[src/rtl/data_memory_arbiter.sv]
// rtl/data_memory_arbiter.sv - shares the stage-4 data memory port between the pipeline and a DMA/debug requester
module data_memory_arbiter #(
    parameter int          DATA_WIDTH     = 32,
    parameter int          MAX_STALL      = 4,
    parameter logic [2:0]  WORD_LOAD_TYPE = 3'b010
) (
    input  logic                  clock,
    input  logic                  reset,
    input  logic                  pipe_valid,
    input  logic                  pipe_store,
    input  logic [2:0]            pipe_load_type,
    input  logic [DATA_WIDTH-1:0] pipe_addr,
    input  logic [DATA_WIDTH-1:0] pipe_wdata,
    output logic                  pipe_stall,
    output logic [DATA_WIDTH-1:0] pipe_rdata,
    input  logic                  dma_req,
    input  logic                  dma_write,
    input  logic [DATA_WIDTH-1:0] dma_addr,
    input  logic [DATA_WIDTH-1:0] dma_wdata,
    output logic                  dma_gnt,
    output logic                  dma_rvalid,
    output logic [DATA_WIDTH-1:0] dma_rdata,
    output logic                  mem_valid,
    output logic                  mem_store,
    output logic [2:0]            mem_load_type,
    output logic [DATA_WIDTH-1:0] mem_addr,
    output logic [DATA_WIDTH-1:0] mem_wdata,
    input  logic [DATA_WIDTH-1:0] mem_rdata
);

    localparam logic [3:0] MAX_CNT = 4'(MAX_STALL);

    typedef enum logic {PIPE_PRI, DMA_PRI} state_t;

    state_t     state;
    logic [3:0] starve_cnt;
    logic [3:0] starve_next;

    always_comb begin
        dma_gnt    = 1'b0;
        pipe_stall = 1'b0;
        if (state == DMA_PRI) begin
            dma_gnt    = dma_req;
            pipe_stall = pipe_valid & dma_req;
        end else begin
            dma_gnt    = dma_req & ~pipe_valid;
        end
    end

    // Pipe fields drive the port even when idle so stage 4 sees a stable address.
    always_comb begin
        if (dma_gnt) begin
            mem_valid     = 1'b1;
            mem_store     = dma_write;
            mem_load_type = WORD_LOAD_TYPE;
            mem_addr      = dma_addr;
            mem_wdata     = dma_wdata;
        end else begin
            mem_valid     = pipe_valid;
            mem_store     = pipe_store;
            mem_load_type = pipe_load_type;
            mem_addr      = pipe_addr;
            mem_wdata     = pipe_wdata;
        end
    end

    assign pipe_rdata = mem_rdata;

    always_comb begin
        starve_next = starve_cnt;
        if (dma_gnt) begin
            starve_next = 4'd0;
        end else if (dma_req && pipe_valid) begin
            starve_next = (starve_cnt >= MAX_CNT) ? MAX_CNT : starve_cnt + 4'd1;
        end else if (!dma_req) begin
            starve_next = 4'd0;
        end
    end

    always_ff @(posedge clock or posedge reset) begin
        if (reset) begin
            state      <= PIPE_PRI;
            starve_cnt <= 4'd0;
            dma_rvalid <= 1'b0;
            dma_rdata  <= '0;
        end else begin
            starve_cnt <= starve_next;
            case (state)
                PIPE_PRI: if (starve_next == MAX_CNT) state <= DMA_PRI;
                // Either the forced grant happened or the requester dropped out.
                DMA_PRI:  state <= PIPE_PRI;
                default:  state <= PIPE_PRI;
            endcase
            if (dma_gnt && !dma_write) begin
                dma_rvalid <= 1'b1;
                dma_rdata  <= mem_rdata;
            end else begin
                dma_rvalid <= 1'b0;
            end
        end
    end

endmodule

[config.mk]
export PLATFORM = sky130hd
export DESIGN_NAME = data_memory_arbiter
export DESIGN_NICKNAME = d
export VERILOG_FILES = /design/src/rtl/data_memory_arbiter.sv
export SDC_FILE = /design/constraint.sdc
export NUM_CORES = 1
export LEC_CHECK = 0
export BUFFER_PORTS_ARGS = -buffer_cell sky130_fd_sc_hd__buf_4
export CORE_AREA = 2 2 118 120
export DETAILED_ROUTE_END_ITERATION = 8
export DIE_AREA = 0 0 120 122
export GPL_TIMING_DRIVEN = 0
export PLACE_DENSITY = 0.59
export SYNTH_ARGS = -nofsm -noshare
export SYNTH_HDL_FRONTEND = slang
export SYNTH_SLANG_ARGS = --single-unit
[constraint.sdc]
create_clock -name clock -period 2.3 [get_ports clock]
set_clock_uncertainty 0.1 [all_clocks]
set_input_delay 0.69 -clock clock [delete_from_list [all_inputs] [get_ports clock]]
set_output_delay 0.69 -clock clock [all_outputs]
set_load 0.01 [all_outputs]
==> results of run 1 <==
==> per-stage QoR <==
step                setup WS [ps]  TNS, ps
floorplan                    12.1        0
global placement             -414   -22890
detailed placement           -428   -22770
CTS                          -166    -8670
global route                 -210   -11710
finish                       -177    -8400
==> what timing repair did <==
action                                 4_1_cts  5_1_grt
endpoints found under the hold margin        0        0
setup endpoints to repair                   69       68
gates cloned                                 2        1
pin swaps                                    3        1
setup buffers                                8        0
gates resized for setup                     92       36
==> layout make-up <==
type / count / share of cell area (%)
multi-input combinational: 116 / 25.7
inverter: 2 / 0.127
clock inverter: 1 / 0.508
antenna: 1 / 0.0423
clock buffer: 6 / 2.35
tap: 180 / 3.81
timing repair buffer: 315 / 44.8
sequential: 38 / 16.1
buffer: 42 / 6.61
==> sequential cells by signal, indices dropped and copies added, names as in the netlist <==
signal	cells
starve_cnt	4
dma_rvalid	1
dma_rdata	32
state	1
==> metal layers <==
layer  GRT usage, %  up-vias  wire length [um]
met5              0        -                 0
met4           3.53        0               134
met3           4.03        8               988
met2           26.6      157              6220
met1           17.1     1308              4540
li1               -     1306                 -
==> placed cells by master, fill, tap and decap left out, types with 2 or more instances in the layout <==
cell,instances
buf_4,289
mux2_4,72
buf_6,56
dfrtp_1,38
mux2_2,24
clkbuf_16,6
buf_8,5
buf_12,4
nand2b_4,2
nand3b_1,2
nor2_1,2
and2_4,2
a21oi_1,2
buf_16,2
==> worst max-delay path: stages <==
cell,delay [ps]
buf_8,100
nand2b_4,80
nand2_8,80
buf_12,140
clkbuf_16,150
mux2_4,310
buf_6,120
==> power by group <==
part	leakage (nW)	switching (mW)	internal (mW)
sequential	0.457	0.0721	0.787
combinational	2.62	0.451	0.887
clock	0.0829	0.251	0.535
==> worst max-delay path by stage <==
stage,from,endpoint,slack (ps),cells past startpoint
floorplan,pipe_valid,mem_addr[10],10,5
global placement,pipe_valid,mem_addr[5],-410,6
detailed placement,pipe_valid,mem_addr[3],-430,6
CTS,pipe_valid,mem_wdata[6],-170,7
global route,state,mem_wdata[2],-210,6
finish,pipe_valid,mem_wdata[2],-180,7
==> kinds of logic after synthesis <==
family,count (synthesis)
AOI/OAI and AO/OA,2
adders and majority gates,1
buffers and inverters,45
DFF,38
muxes,96
other,1
and+or+nand+nor,16
==> flow_metrics.py, run 1 <==
metrics = {
    "run_status": {
        "status": "finished with violations",
        "violations": "setup timing",
    },
    "logic_synthesis": {
        "synthXorXnorAreaFrac_pct": 0,
        "synthTopCellsByArea": "dfrtp_1 (37%), mux2_2 (29%), mux2_4 (16%), buf_4 (9.5%), buf_6 (2.6%)",
        "yosys_most_used_dff": "dfrtp_1",
        "synth.area.mux_share_pct": 45.6,
        "synth_seq_cells": 38,
        "synth_seq_area_share_pct": 36.5,
        "synth_warnings": 0,
        "synth_top_family_by_area": "multiplexers",
        "yosysMostFrequentCell": "mux2_2",
        "synth-simple-area-share_pct": 3.70,
        "synth_top_cells_by_count": "mux2_2 (68), dfrtp_1 (38), buf_4 (33)",
        "syn_nets": 369,
        "synth_compound_area_share_pct": 0.385,
        "synth_async_sr_flop_share_pct": 100,
        "synth_top_area_share_pct": 36.5,
        "synth_edf_count": 0,
        "synthAdderAreaFrac_pct": 0.481,
        "synth_area_um2": 2600,
        "avgSynthCellArea_um2": 13.1,
        "yosysTopAreaCell": "dfrtp_1",
        "synth.distinct_cells": 21,
        "synth_cells": 199,
    },
    "worst_setup_path": {
        "start_kind": "input pin",
        "reg2regPathDepth": 7,
        "regToRegSetupSlack_ps": 340,
        "cp_data_required_time_ps": 1510,
        "critPathKind": "in -> out",
        "end_kind": "primary output",
        "path_max_fanout": 5,
        "timing.rr.start": "state",
        "cp.arrival_ps": 1690,
        "r2r-end": "dma_rdata[20]",
    },
    "floorplan": {
        "die-area_um2": 14600,
        "die_x_um": 120,
        "die_y_um": 122,
        "ios": 305,
        "rows": 43,
        "initial_utilization_pct": 19.3,
        "core-area_um2": 13500,
    },
    "sta": {
        "relSlewSlack_pct": 48.2,
        "hold_violations": 0,
        "layout_setup_ws_ps": -177,
        "maxSlewViolCount": 0,
        "fin_hold_ws_ps": 376,
        "fmaxAchievable_mhz": 404,
        "final.period_utilization_pct": 108,
        "worst_slew_pin_slew_ps": 775,
        "setup_viol": 67,
        "rsz0062_at_grt": "yes",
        "period_minus_slack_ps": 2480,
    },
    "place": {
        "place.gp.congestion": 0.729,
        "dpl.cell_count": 683,
        "dpl.hpwl_um": 9890,
        "placed_cell_area_um2": 5120,
        "io_buffer_count": 304,
    },
    "clocking": {
        "numCtsBuffers": 5,
        "cts_root_buf": "clkbuf_16",
        "insertion_delay_ps": 270,
        "holdBufCountCts": 0,
        "cts_tree": "done",
        "clockBufferDepth": 2,
        "clock_sinks": 38,
        "htreeDepth": 2,
        "path_clk_slew_ps": 60,
    },
    "global_route": {
        "grt_max_degree": 39,
        "grt_pass1_wl_um": 16300,
        "first_global_vias": 2889,
        "grt_use_total_pct": 14.7,
        "grt_overflow": 0,
        "antenna_found_initial": 1,
    },
    "routing": {
        "first_pass_iters": 4,
        "drtAntennaViolNets": 0,
        "wl_per_cell_um": 16.9,
        "drt_iter0_markers": 59,
        "drc_errors": 0,
        "via_per_inst": 3.96,
        "drt-total-wl_um": 11900,
        "vias": 2779,
    },
    "hold_path": {
        "hold_path_startpoint": "starve_cnt[0]",
        "hold_path_end": "starve_cnt[0]",
        "hp-class": "reg -> reg",
        "min_path_cells": 1,
    },
    "layout": {
        "multiInputGateArea_um2": 1520,
        "ff_latch_area_um2": 951,
        "nNetsFinal": 690,
        "area_growth_pct": 127,
        "final_util_pct": 43.8,
        "layout-drive-gt1-share_pct": 90.2,
        "fillerInstances": 1289,
        "final_cells": 701,
        "stdcell_area_um2": 5910,
    },
    "run": {
        "maxCapViolations": 0,
    },
    "pwr": {
        "finalPower_mw": 2.98,
        "leakagePower_nw": 3.16,
        "peakVddDrop_uv": 332,
        "powerDensity_nw_per_um2": 505,
    },
}
Note: power is estimated with default switching activity, not from simulation.
==> inputs of run 2 (changes only) <==
- PLACE_DENSITY: 0.59 -> unset
- PLACE_DENSITY_LB_ADDON: unset -> 0.1
==> flow_metrics.py, run 2 (synthesis results as in run 1) <==
metrics = {
    "run_status": {
        "status": "finished with violations",
        "violations": "setup timing",
    },
    "global_route": {
        "grt_max_degree": 39,
        "grt_pass1_wl_um": 14900,
        "first_global_vias": 2850,
        "grt_overflow": 0,
        "antenna_found_initial": 0,
        "grt_use_total_pct": 12.9,
    },
    "clocking": {
        "insertion_delay_ps": 270,
        "htreeDepth": 2,
        "clockBufferDepth": 2,
        "numCtsBuffers": 5,
        "path_clk_slew_ps": 60,
        "cts_root_buf": "clkbuf_16",
        "holdBufCountCts": 0,
        "clock_sinks": 38,
        "cts_tree": "done",
    },
    "layout": {
        "layout-drive-gt1-share_pct": 89.8,
        "stdcell_area_um2": 5960,
        "area_growth_pct": 129,
        "layout_commonest_cell": "buf_4",
        "final_cells": 708,
        "layout_common_cells": "buf_4 (291), mux2_4 (71), buf_6 (59), dfrtp_1 (38), mux2_2 (25)",
        "diodes": 0,
        "nNetsFinal": 697,
        "reg_top3": "dma_rdata: 32 flops, starve_cnt: 4 flops",
        "largest-register": "dma_rdata",
        "largest_reg_flops": 32,
    },
    "sta": {
        "setup_viol": 67,
        "relSlewSlack_pct": 45.5,
        "rsz0062_at_grt": "yes",
        "fmaxAchievable_mhz": 404,
        "hold_violations": 0,
        "final.period_utilization_pct": 108,
        "period_minus_slack_ps": 2480,
        "layout_setup_ws_ps": -176,
        "worst_slew_pin_slew_ps": 816,
        "maxSlewViolCount": 0,
    },
    "routing": {
        "drc_errors": 0,
        "wl_per_cell_um": 15.5,
        "drt_iter0_markers": 49,
        "vias": 2791,
        "drtAntennaViolNets": 0,
        "via_per_inst": 3.94,
        "first_pass_iters": 4,
        "drt-total-wl_um": 11000,
    },
    "place": {
        "io_buffer_count": 304,
        "placed_cell_area_um2": 5120,
        "dpl.cell_count": 683,
        "place.gp.congestion": 0.702,
        "dpl.hpwl_um": 8560,
    },
    "worst_setup_path": {
        "start_kind": "input pin",
        "cp.arrival_ps": 1690,
        "critPathKind": "in -> out",
        "end_kind": "primary output",
        "path_max_fanout": 7,
        "cp_data_required_time_ps": 1510,
    },
    "floorplan": {
        "ios": 305,
        "die-area_um2": 14600,
        "initial_utilization_pct": 19.3,
        "die_y_um": 122,
        "core-area_um2": 13500,
        "rows": 43,
        "die_x_um": 120,
    },
    "hold_path": {
        "hp-class": "reg -> reg",
    },
    "pwr": {
        "leakagePower_nw": 3.19,
        "powerDensity_nw_per_um2": 486,
        "peakVddDrop_uv": 415,
        "finalPower_mw": 2.90,
    },
    "run": {
        "maxCapViolations": 0,
    },
}
[run 2: final timing paths]
check,start,to,slack [ps],cells after the start
max in group asynchronous,reset,starve_cnt[1],1100,2
setup reg to reg,state,dma_rdata[21],500,6
setup / recovery,pipe_valid,mem_addr[19],-180,7
hold reg to reg,starve_cnt[0],starve_cnt[0],380,1
hold / removal,starve_cnt[0],starve_cnt[0],380,1
min in group asynchronous,reset,dma_rdata[30],480,2
[run 2: power by group]
group / switching, mW / internal (mW)
clock: 0.258 / 0.430
sequential: 0.0716 / 0.787
combinational: 0.451 / 0.900
[run 2: area by class of cell]
class                   instances  area (um^2)
fillers                      1268         7540
clock inverters                 1         5.00
well taps                     180          225
inverters                       2         7.51
flip-flops and latches         38          951
multi-input cells             116         1510
clock buffers                   7          143
plain buffers                  41          378
repair buffers                323         2750
[run 2: per-layer routing]
| layer | vias to the layer above | wire length [um] | global-route usage, % |
|---|---|---|---|
| met5 | - | 0 | 0 |
| met4 | 0 | 124 | 2.35 |
| met3 | 11 | 922 | 4.31 |
| met2 | 150 | 5980 | 24.5 |
| met1 | 1313 | 3920 | 14.0 |
| li1 | 1317 | - | - |
[run 2: repair_timing]
action / in CTS / in global routing
endpoints found under the setup margin: 69 / 67
gates resized for setup: 53 / 77
pin swaps: 1 / 3
gates cloned: 2 / 3
endpoints found under the hold margin: 0 / 0
setup buffers: 9 / 5
[run 2: critical path: stages]
cell and delay, ps:
buf_8 100, nand2b_4 90, nand2_8 70, buf_12 150
clkbuf_16 150, mux2_4 300, buf_6 120
[run 2: stage by stage]
stage / util (%) / hold slack (ps) / TNS [ps] / setup WS, ps
after floorplan: - / 339 / 0 / 12.1
after global placement: 37.9 / 352 / -19160 / -389
after detailed placement: 37.9 / 371 / -19590 / -389
after CTS: 41.2 / 381 / -9880 / -187
after global routing: 44.1 / 419 / -12450 / -213
final: 44.1 / 379 / -9400 / -176
